`src/rtl/alu_accumulator_pkg.sv`:
```
// Shared encodings for the accumulator: command codes, FSM states and
// the bit positions of the {N, Z, C, V} flag vector.
package alu_accumulator_pkg;

  typedef enum logic [1:0] {
    CMD_LOAD  = 2'b00,
    CMD_ADD   = 2'b01,
    CMD_SUB   = 2'b10,
    CMD_CLEAR = 2'b11
  } cmd_e;

  typedef enum logic [1:0] {
    ST_IDLE = 2'b00,
    ST_EXEC = 2'b01,
    ST_DONE = 2'b10
  } state_e;

  localparam int unsigned FLAG_N = 3;
  localparam int unsigned FLAG_Z = 2;
  localparam int unsigned FLAG_C = 1;
  localparam int unsigned FLAG_V = 0;

  localparam logic [3:0] FLAGS_CLEAR = 4'b0100;

endpackage

```
`src/rtl/alu_accumulator_addsub.sv`:
```
// Combinational WIDTH-bit adder/subtractor. Subtraction is a + ~b + 1, so
// carry_o is the "no borrow" indication and ovf_o is signed overflow.
module alu_addsub #(
  parameter int WIDTH = 16
) (
  input  logic [WIDTH-1:0] a_i,
  input  logic [WIDTH-1:0] b_i,
  input  logic             sub_i,
  output logic [WIDTH-1:0] sum_o,
  output logic             carry_o,
  output logic             ovf_o
);

  logic [WIDTH-1:0] b_eff;

  // Invert b for subtraction and fold the +1 into the carry-in.
  always_comb begin
    b_eff              = sub_i ? ~b_i : b_i;
    {carry_o, sum_o}   = {1'b0, a_i} + {1'b0, b_eff} + {{WIDTH{1'b0}}, sub_i};
    // Overflow: both effective operands share a sign that the result lacks.
    ovf_o              = (a_i[WIDTH-1] == b_eff[WIDTH-1]) &&
                         (sum_o[WIDTH-1] != a_i[WIDTH-1]);
  end

endmodule

```
`src/rtl/alu_accumulator.sv`:
```
// Accumulator with a three-state handshake: IDLE captures a command,
// EXEC applies it to the accumulator, DONE presents the result until taken.
module alu_accumulator
  import alu_accumulator_pkg::*;
#(
  parameter int WIDTH = 16
) (
  input  logic             clk,
  input  logic             rst_n,
  input  logic             in_valid,
  output logic             in_ready,
  input  logic [WIDTH-1:0] res_in,
  input  logic [1:0]       cmd,
  output logic [WIDTH-1:0] acc_out,
  output logic [3:0]       flags,
  output logic             out_valid,
  input  logic             out_ready,
  output logic             sticky_ovf
);

  state_e           state_q, state_d;
  cmd_e             cmd_q, cmd_d;
  logic [WIDTH-1:0] res_q, res_d;
  logic [WIDTH-1:0] acc_q, acc_d;
  logic [3:0]       flags_q, flags_d;
  logic             sticky_q, sticky_d;
  logic             out_valid_q, out_valid_d;

  logic [WIDTH-1:0] as_sum;
  logic             as_carry;
  logic             as_ovf;

  alu_addsub #(.WIDTH(WIDTH)) u_addsub (
    .a_i     (acc_q),
    .b_i     (res_q),
    .sub_i   (cmd_q == CMD_SUB),
    .sum_o   (as_sum),
    .carry_o (as_carry),
    .ovf_o   (as_ovf)
  );

  // State register.
  always_ff @(posedge clk or negedge rst_n) begin
    if (!rst_n) begin
      state_q <= ST_IDLE;
    end else begin
      // NOTE: non-blocking assignments in clocked blocks so every register samples pre-edge values.
      state_q <= state_d;
    end
  end

  // Next-state logic: one cycle each in IDLE->EXEC->DONE, DONE waits for out_ready.
  always_comb begin
    // NOTE: a default first means every path assigns state_d, so no latch is inferred.
    state_d = state_q;
    unique case (state_q)
      ST_IDLE: if (in_valid)  state_d = ST_EXEC;
      ST_EXEC:                state_d = ST_DONE;
      ST_DONE: if (out_ready) state_d = ST_IDLE;
      default:                state_d = ST_IDLE;
    endcase
  end

  // Output decode: only in_ready is combinational, and it depends on state alone.
  always_comb begin
    in_ready = (state_q == ST_IDLE);
  end

  // Datapath next values: capture in IDLE, compute in EXEC, hold otherwise.
  always_comb begin
    cmd_d       = cmd_q;
    res_d       = res_q;
    acc_d       = acc_q;
    flags_d     = flags_q;
    sticky_d    = sticky_q;
    out_valid_d = out_valid_q;

    unique case (state_q)
      ST_IDLE: begin
        if (in_valid) begin
          cmd_d = cmd_e'(cmd);
          res_d = res_in;
        end
      end
      ST_EXEC: begin
        out_valid_d = 1'b1;
        unique case (cmd_q)
          CMD_LOAD: begin
            acc_d           = res_q;
            flags_d[FLAG_C] = 1'b0;
            flags_d[FLAG_V] = 1'b0;
          end
          CMD_ADD, CMD_SUB: begin
            acc_d           = as_sum;
            flags_d[FLAG_C] = as_carry;
            flags_d[FLAG_V] = as_ovf;
          end
          CMD_CLEAR: begin
            acc_d           = '0;
            flags_d[FLAG_C] = 1'b0;
            flags_d[FLAG_V] = 1'b0;
          end
          default: ;
        endcase
        flags_d[FLAG_N] = acc_d[WIDTH-1];
        flags_d[FLAG_Z] = (acc_d == '0);
        if (cmd_q == CMD_CLEAR) begin
          flags_d  = FLAGS_CLEAR;
          sticky_d = 1'b0;
        end else if (flags_d[FLAG_V]) begin
          sticky_d = 1'b1;
        end
      end
      ST_DONE: begin
        if (out_ready) out_valid_d = 1'b0;
      end
      default: ;
    endcase
  end

  // Datapath registers; reset discards any in-flight command.
  always_ff @(posedge clk or negedge rst_n) begin
    if (!rst_n) begin
      cmd_q       <= CMD_LOAD;
      res_q       <= '0;
      acc_q       <= '0;
      flags_q     <= '0;
      sticky_q    <= 1'b0;
      out_valid_q <= 1'b0;
    end else begin
      cmd_q       <= cmd_d;
      res_q       <= res_d;
      acc_q       <= acc_d;
      flags_q     <= flags_d;
      sticky_q    <= sticky_d;
      out_valid_q <= out_valid_d;
    end
  end

  assign acc_out    = acc_q;
  assign flags      = flags_q;
  assign out_valid  = out_valid_q;
  assign sticky_ovf = sticky_q;

endmodule
```
`config.mk`:
```
export PLATFORM = sky130hd
export DESIGN_NAME = alu_accumulator
export DESIGN_NICKNAME = d
export VERILOG_FILES = /design/src/rtl/alu_accumulator_pkg.sv /design/src/rtl/alu_accumulator_addsub.sv /design/src/rtl/alu_accumulator.sv
export SDC_FILE = /design/constraint.sdc
export NUM_CORES = 1
export LEC_CHECK = 0
export CAP_MARGIN = 20
export CORE_AREA = 2 2 117 85
export CTS_BUF_LIST = sky130_fd_sc_hd__clkbuf_8
export DETAILED_ROUTE_END_ITERATION = 7
export DIE_AREA = 0 0 119 87
export HOLD_SLACK_MARGIN = 0.06
export PLACE_DENSITY = 0.59
export SLEW_MARGIN = 30
export SYNTH_ARGS = -nofsm -noshare
export SYNTH_HDL_FRONTEND = slang
export SYNTH_SLANG_ARGS = --single-unit
```
`constraint.sdc`:
```
create_clock -name clk -period 7.65 [get_ports clk]
set_clock_uncertainty 0.1 [all_clocks]
set_input_delay 1.53 -clock clk [delete_from_list [all_inputs] [get_ports clk]]
set_output_delay 1.53 -clock clk [all_outputs]
set_load 0.01 [all_outputs]
```
Word-level counts from Yosys, hierarchy flattened. Index checks and enable logic that the tools add are counted. W data, S select, Z words.

Input port bits: 22. Logic and storage cells: 44. Bits in registers: 42. Output and inout bits: 23.

Reductions and logical operators: 12. Add/subtract/negate cells: 2. Eq/ne operators: 9. Bitwise logic cells: 1. Multiplexer cells: 13.

Operator list (count): $pmux W16 S3 (1); $mux W16 (2); $add A16 B16 Y17 (1); $add A17 B1 Y17 (1); $logic_not A16 Y1 (1); $not A16 Y16 (1); $reduce_and A2 Y1 (4); $eq A2 B2 Y1 const B (3); $mux W2 (3); $pmux W2 S3 (1); $eq A2 B1 Y1 const B (2); $logic_not A2 Y1 (2); $mux W4 (1); $ne A2 B2 Y1 const B (2); $pmux W2 S2 (1); $reduce_bool A2 Y1 (2); $reduce_or A2 Y1 (2); $mux W1 (3); $pmux W1 S2 (1); $eq A1 B1 Y1 (1); $logic_and A1 B1 Y1 (1); $ne A1 B1 Y1 (1).

Longest topological paths before layout. Gate-level depths: netlist of the first run.

Word-level depth: 10. Mapped depth: 14. Depth with buffers taken out: 13.

By module. A second synthesis of the first run with hierarchy kept.

Cell total of the unflattened synthesis: 305. Area, all modules: 2846.5 µm².

By module, submodules not included: alu_accumulator (times used 1, cells an instance 191, sequential area each 1051.0 µm², area each 1921.8 µm²); alu_addsub (times used 1, cells an instance 114, sequential area each 0.0 µm², area each 924.6 µm²).

Least setup slack after synthesis of the first run. Ideal clock, no wire load.

Path kind: flip-flop to flip-flop. From: reg cmd_q[0]. To: reg flags_q[2] (netlist: flags[2]). Data arrival time: 3.233 ns. Cell stages (with the launch flop): 15. Required time: 7.484 ns. Path buffers: 2. Library setup time: 0.066 ns. Period minus slack after synthesis: 3.398 ns. Setup slack: 4.252 ns. Cells stage by stage: dfrtp_1 -> inv_1 -> ha_1 -> buf_6 -> clkbuf_1 -> xor2_1 -> ha_1 -> a21o_1 -> a211oi_2 -> a211o_1 -> a211oi_1 -> a2111oi_1 -> o2111ai_1 -> nor4_1 -> a31o_1.

Cells in the longest elaborated chain, start to end: 8. Elaborated cells on any way between the ends: 12. Classes of those cells: add/sub: 2; eq/ne: 3; mux: 4; reduce/logical: 3.

Ends and longest elaborated chain: from (decl) (line alu_accumulator.sv:22) `cmd_e cmd_q, cmd_d;`; from (signal assigned) (line alu_accumulator.sv:131) `cmd_q <= cmd_d;`; $eq A2 B2 Y1 (line alu_accumulator.sv:36, alu_accumulator.sv:87); $mux W16 (line alu_accumulator_addsub.sv:18) `b_eff = sub_i ? ~b_i : b_i;`; $add A16 B16 Y17 (line alu_accumulator_addsub.sv:19) `{carry_o, sum_o} = {1'b0, a_i} + {1'b0, b_eff} + {{WIDTH{1'b0}}, sub_i};`; $add A17 B1 Y17 (line alu_accumulator_addsub.sv:19); $pmux W16 S3 (line alu_accumulator.sv:87) `unique case (cmd_q)`; $mux W16 (line alu_accumulator.sv:78) `unique case (state_q)`; $logic_not A16 Y1 (line alu_accumulator.sv:106) `flags_d[FLAG_Z] = (acc_d == '0);`; $mux W4 (*) (line alu_accumulator.sv:107) `if (cmd_q == CMD_CLEAR) begin`; to (signal assigned) (line alu_accumulator.sv:134) `flags_q <= flags_d;`; to (decl) (line alu_accumulator.sv:25) `logic [3:0] flags_q, flags_d;`.

Every way passes the cells marked *; elsewhere a longest branch is shown, timed or not. The select of a mux whose other input is x is not followed. A chain may end at the register's enable or synchronous reset.

Worst setup path after layout of the first run. Same ends and word-level chain as after synthesis.

==> results of run 1 <==
## final cells by class
type | count | area share (%)
clock inverters | 2 | 0.361
repair buffers | 47 | 13.8
inverters | 10 | 1.08
multi-input cells | 217 | 47.5
flip-flops and latches | 42 | 30.3
well taps | 128 | 4.62
clock buffers | 6 | 2.38
## logic make-up after synthesis
kind of cell	after synthesis	synth area share, %
AOI/OAI and AO/OA	81	21.9
xor gates and xnor gates	27	8.49
adders and majority gates	21	9.70
buffers and inverters	22	3.23
DFF	42	37.7
muxes	17	6.78
and+or+nand+nor	71	12.1
## cells in the final DEF, fill, tap and decap left out, types with 2 or more instances in the layout
cell	Yosys	routed
clkbuf_8	0	6
and3_1	2	2
o31a_1	2	2
o22ai_1	2	2
nor2_1	18	18
nor2b_1	2	2
o211ai_1	2	2
mux2_2	15	15
o31ai_1	2	2
a32oi_1	2	2
nand4_1	3	3
clkdlybuf4s50_1	0	43
xnor2_1	6	6
ha_1	20	20
a211oi_1	2	2
o21ai_0	20	20
inv_1	10	10
a211o_1	2	2
nand2b_1	6	6
nand2_1	26	26
xor2_1	21	21
a21oi_1	11	11
buf_4	0	2
a21o_1	10	10
mux2i_1	2	2
a22oi_1	4	4
nor4_1	2	2
nor3_1	2	2
a221oi_1	4	4
dfrtp_1	42	42
a211oi_2	2	2
nand3_1	4	4
## metal layers
layer | track usage [%] | routed length (um)
met5 | 0 | 0
met4 | 2.27 | 40
met3 | 3.40 | 496
met2 | 21.2 | 2980
met1 | 20.3 | 3390
## worst max-delay path by stage
| stage | startpoint | end | slack, ns |
|---|---|---|---|
| 6_report | cmd_q[0]$_DFFE_PN0P_ | flags[2]$_DFFE_PN0P_ | 3.65 |
| 5_1_grt | cmd_q[0]$_DFFE_PN0P_ | flags[2]$_DFFE_PN0P_ | 3.29 |
| 4_1_cts | cmd_q[0]$_DFFE_PN0P_ | flags[2]$_DFFE_PN0P_ | 3.64 |
| 3_5_place_dp | cmd_q[0]$_DFFE_PN0P_ | flags[2]$_DFFE_PN0P_ | 3.68 |
| 3_3_place_gp | cmd_q[0]$_DFFE_PN0P_ | flags[2]$_DFFE_PN0P_ | 3.88 |
| 2_1_floorplan | cmd_q[0]$_DFFE_PN0P_ | flags[2]$_DFFE_PN0P_ | 4.25 |
## flip-flops by register name (all words and copies together) (netlist names)
register,flops
state_q,2
acc_out,16
cmd_q,2
sticky_ovf,1
flags,4
res_q,16
out_valid,1
## critical path, stage by stage (launching register included)
cell       delay (ns)
dfrtp_1          0.39
inv_1            0.11
ha_1             0.80
mux2i_1          0.31
inv_1            0.14
fa_1             0.21
a21oi_1          0.10
or3_4            0.36
a211oi_2         0.26
nor4bb_1         0.09
a2111oi_1        0.38
o2111ai_1        0.21
nor4_1           0.30
a31o_1           0.18
## metrics by stage
stage | instance area [um^2] | hold slack, ns | instances
after floorplan | 2790 | 0.395 | 281
after global placement | 3340 | 0.373 | 443
after detailed placement | 3370 | 0.366 | 444
after CTS | 3470 | 0.387 | 452
after global routing | 3470 | 0.424 | 452
final | 3470 | 0.378 | 452
==> metrics.yaml, run 1 <==
multi_input_area_um2: 1650
ant_nets: 0
fin_crit_ns: 4.00
fillCellCount: 943
rsz0062_at_grt: "false"
root_buffer: "clkbuf_8"
fin_crit_sh_pct: 52.3
drt_wl_total_um: 6910
gp_congestion: 0.876
synth_most_common_cell: "dfrtp_1"
grt_pass1_vias: 2255
yosysWarnings: 0
min_from: "flags[0]$_DFFE_PN0P_"
dr.pass1.iters: 4
syn_to_final_growth_pct: 24.5
diodes: 0
synth.cell_area_um2: 2790
vias: 2295
path_class: "reg2reg"
hp-class: "reg2reg"
setup_tns_ns: 0
ctsHtreeMaxLevel: 2
dp_hpwl_um: 5310
synth_area_leaders: "dfrtp_1 38%, ha_1 9.0%, xor2_1 6.6%, mux2_2 6.1%, o21ai_0 3.6%"
final_core_util_pct: 37.1
grt_pass1_wl_um: 11700
finalMaxSlewViolations: 0
fp.coreArea_um2: 9350
cts_sinks: 42
register_area_um2: 1050
startpoint_type: "register"
nets: 366
dp_slack_ns: 3.68
yosys_most_used_dff: "dfrtp_1"
slew-limit-headroom_pct: 36.2
ys_top_cells_by_count: "42 x dfrtp_1, 26 x nand2_1, 21 x xor2_1"
min_to: "flags[0]$_DFFE_PN0P_"
ios: 45
synth-edff-count: 0
gr-total-overflow: 0
dieArea_um2: 10400
clock_latency_ns: 0.29
whs_path_depth: 1
cts_tree: "done"
dieWidth_um: 119
postCtsHoldBufs: 0
cp-end-kind: "register"
routed_via_density: 5.08
setup_viol: 0
grt_max_degree: 23
final.setup.worst_slack_ns: 3.65
status: "finished clean"
worstMarginPinSlew_ns: 0.956
clockBufferDepth: 2
synth.yosys.seq_area_share_pct: 37.7
rows: 30
port_buffers: 44
drive_above_1_share_pct: 12.3
antenna_found_initial: 0
drt-initial-drc-count: 117
synth_top_area_share_pct: 37.7
cap_violations: 0
arrival_ns: 4.14
crit_fanout: 16
postSynthCellCount: 281
drc: 0
clkTransAtPathRegs_ns: 0.08
post_cts_buffers: 0
globalRouteTotalUtil_pct: 13.9
cts_buffers: 5
rr_endpoint: "flags[2]$_DFFE_PN0P_"
cp.required_ns: 7.78
dieHeight_um: 87
syn_nets: 324
synth-seq-cells: 42
postCtsResizedCells: 0
reg2reg_slack_ns: 3.65
synth.distinct_cells: 55
avgSynthCellArea_um2: 9.91
clock.fmax_mhz: 250
async_reset_ff_share_pct: 100
r2r_cells: 13
hold_violations: 0
reg2reg_from: "cmd_q[0]$_DFFE_PN0P_"
yosys.area.top_type: "dfrtp_1"
drt-wirelength-per-cell_um: 15.3
initial_core_util_pct: 29.8
Power of run 1 is left out: the tool's default activity adds up to more than one toggle a clock period on the data nets, which glitch-free logic cannot reach.
==> run 2, diff against run 1 <==
- PLACE_DENSITY: 0.59 -> 0.61
- clock period: 7.65 -> 3.3 ns (I/O delays scaled with it)
==> run 2 against run 1 <==
Net effect: the run now ends with negative setup slack left; count of clock-buffer cells in the layout down 1; design area up 8.9%; register-to-register slack worse by 3.7 ns; non-clock buffer count up 24; first-iteration DRC count up 52%; fmax up 19%; sequential share of layout area down 2.5 points; worst setup slack worse by 3.7 ns; via count up 7.1%; global-route usage about the same; critical path type unchanged; largest cell class unchanged.
==> metrics.yaml, run 2 (synthesis results as in run 1) <==
port_buffers: 44  # unchanged
drive_above_1_share_pct: 22.4  # was 12.3%
setup_tns_ns: -0.0611  # was 0 ns
nets: 390  # was 366
clock.fmax_mhz: 298  # was 250 MHz
r2r_cells: 12  # was 13
violations: "negative setup slack"
dieWidth_um: 119  # unchanged
rows: 30  # unchanged
grt_pass1_wl_um: 11500  # was 11700 um
reg2reg_slack_ns: -0.06  # was 3.65 ns
setup_viol: 1  # was 0
root_buffer: "clkbuf_8"  # unchanged
final_cell_mix: "43 x clkdlybuf4s50_1, 42 x dfrtp_1, 26 x buf_4"  # was 43 x clkdlybuf4s50_1, 42 x dfrtp_1, 26 x nand2_1
routed_via_density: 5.17  # was 5.08
clock_latency_ns: 0.30  # was 0.29 ns
arrival_ns: 3.50  # was 4.14 ns
cp.required_ns: 3.44  # was 7.78 ns
syn_to_final_growth_pct: 35.6  # was 24.5%
status: "complete, but fails checks"  # was finished clean
dieArea_um2: 10400  # unchanged
path_class: "reg2reg"  # unchanged
clkTransAtPathRegs_ns: 0.08  # about the same
cp-end-kind: "register"  # unchanged
rsz0062_at_grt: "true"  # was false
ctsHtreeMaxLevel: 2  # unchanged
gr-total-overflow: 0  # unchanged
globalRouteTotalUtil_pct: 14.0  # was 13.9%
final_common_cell: "clkdlybuf4s50_1"  # unchanged
grt_max_degree: 43  # was 23
clockBufferDepth: 2  # unchanged
vias: 2459  # was 2295
diodes: 0  # unchanged
fillCellCount: 912  # was 943
drt_wl_total_um: 7440  # was 6910 um
ant_nets: 0  # unchanged
worstMarginPinSlew_ns: 0.623  # was 0.956 ns
dieHeight_um: 87  # unchanged
cts_tree: "done"  # unchanged
crit_fanout: 8  # was 16
finalMaxSlewViolations: 0  # unchanged
hp-class: "in2async"  # was reg2reg
dr.pass1.iters: 5  # was 4
hold_violations: 0  # unchanged
startpoint_type: "register"  # unchanged
drt-wirelength-per-cell_um: 15.6  # was 15.3 um
grt_pass1_vias: 2368  # was 2255
dp_slack_ns: -0.138  # was 3.68 ns
fp.coreArea_um2: 9350  # unchanged
slew-limit-headroom_pct: 58.3  # was 36.2%
fin_area_um2: 3780  # was 3470 um^2
fin_crit_sh_pct: 102  # was 52.3%
postCtsHoldBufs: 0  # unchanged
fin_crit_ns: 3.36  # was 4.00 ns
initial_core_util_pct: 29.8  # unchanged
whs_ns: 0.238  # was 0.378 ns
dp_hpwl_um: 5050  # was 5310 um
drc: 0  # unchanged
final.setup.worst_slack_ns: -0.0611  # was 3.65 ns
gp_congestion: 0.904  # was 0.876
cap_violations: 0  # unchanged
place_area_um2: 3420  # was 3370 um^2
antenna_found_initial: 0  # unchanged
ios: 45  # unchanged
cts_sinks: 42  # unchanged
drt-initial-drc-count: 178  # was 117
cts_buffers: 5  # unchanged
## run 2: cell count changes in the layout (fill, tap and decap cells not counted), moves of 2 or more
| cell | delta |
|---|---|
| ha_4 | +2 |
| buf_4 | +24 |
| ha_1 | -3 |
| a211oi_2 | -2 |
| xor2_1 | -2 |
| a211oi_4 | +2 |
## run 2: per-stage QoR
stage,std cells,utilization (%)
after floorplan,281,-
after global placement,452,36.6
after detailed placement,452,36.6
after CTS,461,38.1
after global routing,476,40.4
final,476,40.4
## run 2: metal layers
layer	up-vias	share of wire, %	GRT usage (%)
met3	17	8.7	4.12
met2	118	44	21.6
met4	0	1.3	3.46
met1	1169	46	19.3
met5	-	0	0
li1	1155	-	-
## run 2: timing repair
item / in CTS / in global routing
resized for setup: 3 / 17
buffers inserted: 1 / 14
endpoints found under the setup margin: 1 / 6
pin swaps: 2 / 14
gates cloned: 0 / 1
## run 2: layout make-up
| cell class | count | area [um^2] | area share, % |
|---|---|---|---|
| multi-input combinational | 217 | 1750 | 46.3 |
| tap | 128 | 160 | 4.24 |
| clock buffer | 5 | 68.8 | 1.82 |
| inverter | 10 | 37.5 | 0.994 |
| clock inverter | 3 | 40.0 | 1.06 |
| timing repair buffer | 71 | 671 | 17.8 |
| sequential | 42 | 1050 | 27.8 |
## run 2: final timing paths
| check | startpoint | endpoint |
|---|---|---|
| max in group asynchronous | rst_n | acc_out[2]$_DFFE_PN0P_ |
| min in group clk | flags[0]$_DFFE_PN0P_ | flags[0]$_DFFE_PN0P_ |
| setup / recovery | cmd_q[1]$_DFFE_PN0P_ | flags[2]$_DFFE_PN0P_ |
| hold / removal | rst_n | acc_out[4]$_DFFE_PN0P_ |
| hold reg to reg | flags[0]$_DFFE_PN0P_ | flags[0]$_DFFE_PN0P_ |
| setup reg to reg | cmd_q[1]$_DFFE_PN0P_ | flags[2]$_DFFE_PN0P_ |
## run 2: worst max-delay path, stage by stage (launching register included)
cell       delay (ns)
dfrtp_1          0.44
ha_4             0.20
buf_12           0.15
xor2_1           0.14
ha_1             0.34
nand2_2          0.07
or3_4            0.41
a211oi_4         0.27
nor4bb_2         0.09
a2111oi_2        0.37
o2111ai_1        0.22
nor4_2           0.32
a31o_1           0.18
Power of run 2 is left out for the same reason.
==> RTL edit, RTL diff (config.mk and constraints of run 2) <==
The 3 states of `state_e` get a one-hot encoding in 3 bits.
--- a/src/rtl/alu_accumulator_pkg.sv
+++ b/src/rtl/alu_accumulator_pkg.sv
@@ -10,8 +10,8 @@
   } cmd_e;
 
-  typedef enum logic [1:0] {
-    ST_IDLE = 2'b00,
-    ST_EXEC = 2'b01,
-    ST_DONE = 2'b10
+  typedef enum logic [2:0] {
+    ST_IDLE = 3'b001,
+    ST_EXEC = 3'b010,
+    ST_DONE = 3'b100
   } state_e;
 
Formal check against the unedited RTL: same outputs for any inputs over 10 cycles, from zero or initial values and one cycle with rst_n low; not proved beyond that.
==> RTL edit against run 2 <==
- synthesized area rose by 4.6%
- cell area increased by 8.6%
- setup slack better by 0.13 ns
- non-clock buffer count is 20 higher
- wire length is 8.8% higher
- sequential cell count up 1
Power is left out: the tool's default activity adds up to more than one toggle a clock period on the data nets, which glitch-free logic cannot reach.
==> RTL edit: results (changes against run 2) <==
- Final wirelength: 8090 um (was 7439 um)
- Worst-Margin Slew: 0.5772 ns (was 0.6228 ns)
- Pre-CTS setup slack: -0.3535 ns (was -0.1380 ns)
- Met2 WL: 3426 um (was 3261 um)
- Placed Area: 3752 sq um (was 3423 sq um)
- Initial DRC count: 111 (was 178)
- Latest clock arrival within the worst-skew pair: 0.32 ns (was 0.30 ns)
- Wire length on met3: 451 um (was 648 um)
- Syn Nets: 352 (was 324)
- Flop-to-flop setup slack: 0.07 ns (was -0.06 ns)
- Synth Area in Compound Gates: 19.20% (was 21.92%)
- Yosys cell types: 57 (was 55)
- DP Wirelength: 5995 um (was 5052 um)
- NumNets Final: 437 (was 390)
- Final worst path period share: 97.88% (was 101.9%)
- Adder-cell share of the synthesized area: 9.278% (was 9.704%)
- Post-synth top cells: dfrtp_1 (42), nand2_1 (37), xor2_1 (23), nor2_1 (22), ha_1 (20) (was dfrtp_1 (42), nand2_1 (26), xor2_1 (21), ha_1 (20), o21ai_0 (20))
- RePlAce Congestion: 0.8877 (was 0.9035)
- Mux share of post-synthesis cell area: 7.646% (was 6.783%)
- Layout fillers: 897 (was 912)
- Vias per cell: 4.975 (was 5.166)
- Largest net degree at the start of global routing: 44 (was 43)
- Syn Area/Cell: 9.427 sq um (was 9.912 sq um)
- Crit path DAT: 3.36 ns (was 3.50 ns)
- Status: finished, final reports clean (was complete, but fails checks)
- Xor/xnor share of the synthesized area: 7.818% (was 8.491%)
- Post-route insts no fill: 523 (was 476)
- Synth area leaders: dfrtp_1 (36%), ha_1 (8.6%), xor2_1 (6.9%) (was dfrtp_1 (38%), ha_1 (9.0%), xor2_1 (6.6%))
- Total GRT Usage: 16.21% (was 13.97%)
- R2R cell count: 14 (was 12)
- Metal-1 WL: 4144 um (was 3428 um)
- Met3 Usage GRT: 3.599% (was 4.123%)
[RTL edit: cell count changes after synthesis, sizes merged, moves of 3 or more]
cell           run 2  this run
clkbuf             9         6
nor2              18        22
a21o              10         5
buf                3         7
nand2             26        37
xnor2              6         3
o22ai              3         0
nor3               2         5
a31oi              0         5
nand3              4         8
a221oi             5         0
a21oi             11        19
[RTL edit: kinds of logic after synthesis]
group	Yosys count
buffers and inverters	23
flip-flops	43
multiplexers	19
AND/OR/NAND/NOR	95
AO/OA/AOI/OAI	82
XOR/XNOR	26
adder cells (fa/ha/maj)	21
[RTL edit: area by class of cell]
type	instances	area, sq um	share of cell area (%)
clock inverters	2	16.27	0.3965
repair buffers	91	810.8	19.76
multi-input cells	243	1918	46.75
inverters	10	37.54	0.9149
clock buffers	6	82.58	2.013
flip-flops and latches	43	1077	26.26
well taps	128	160.2	3.904
[RTL edit: repair_timing]
item,4_1_cts,5_1_grt
setup buffers,7,0
pin swaps,8,8
resized for setup,16,21
hold buffers,0,0
endpoints found under the setup margin,1,7
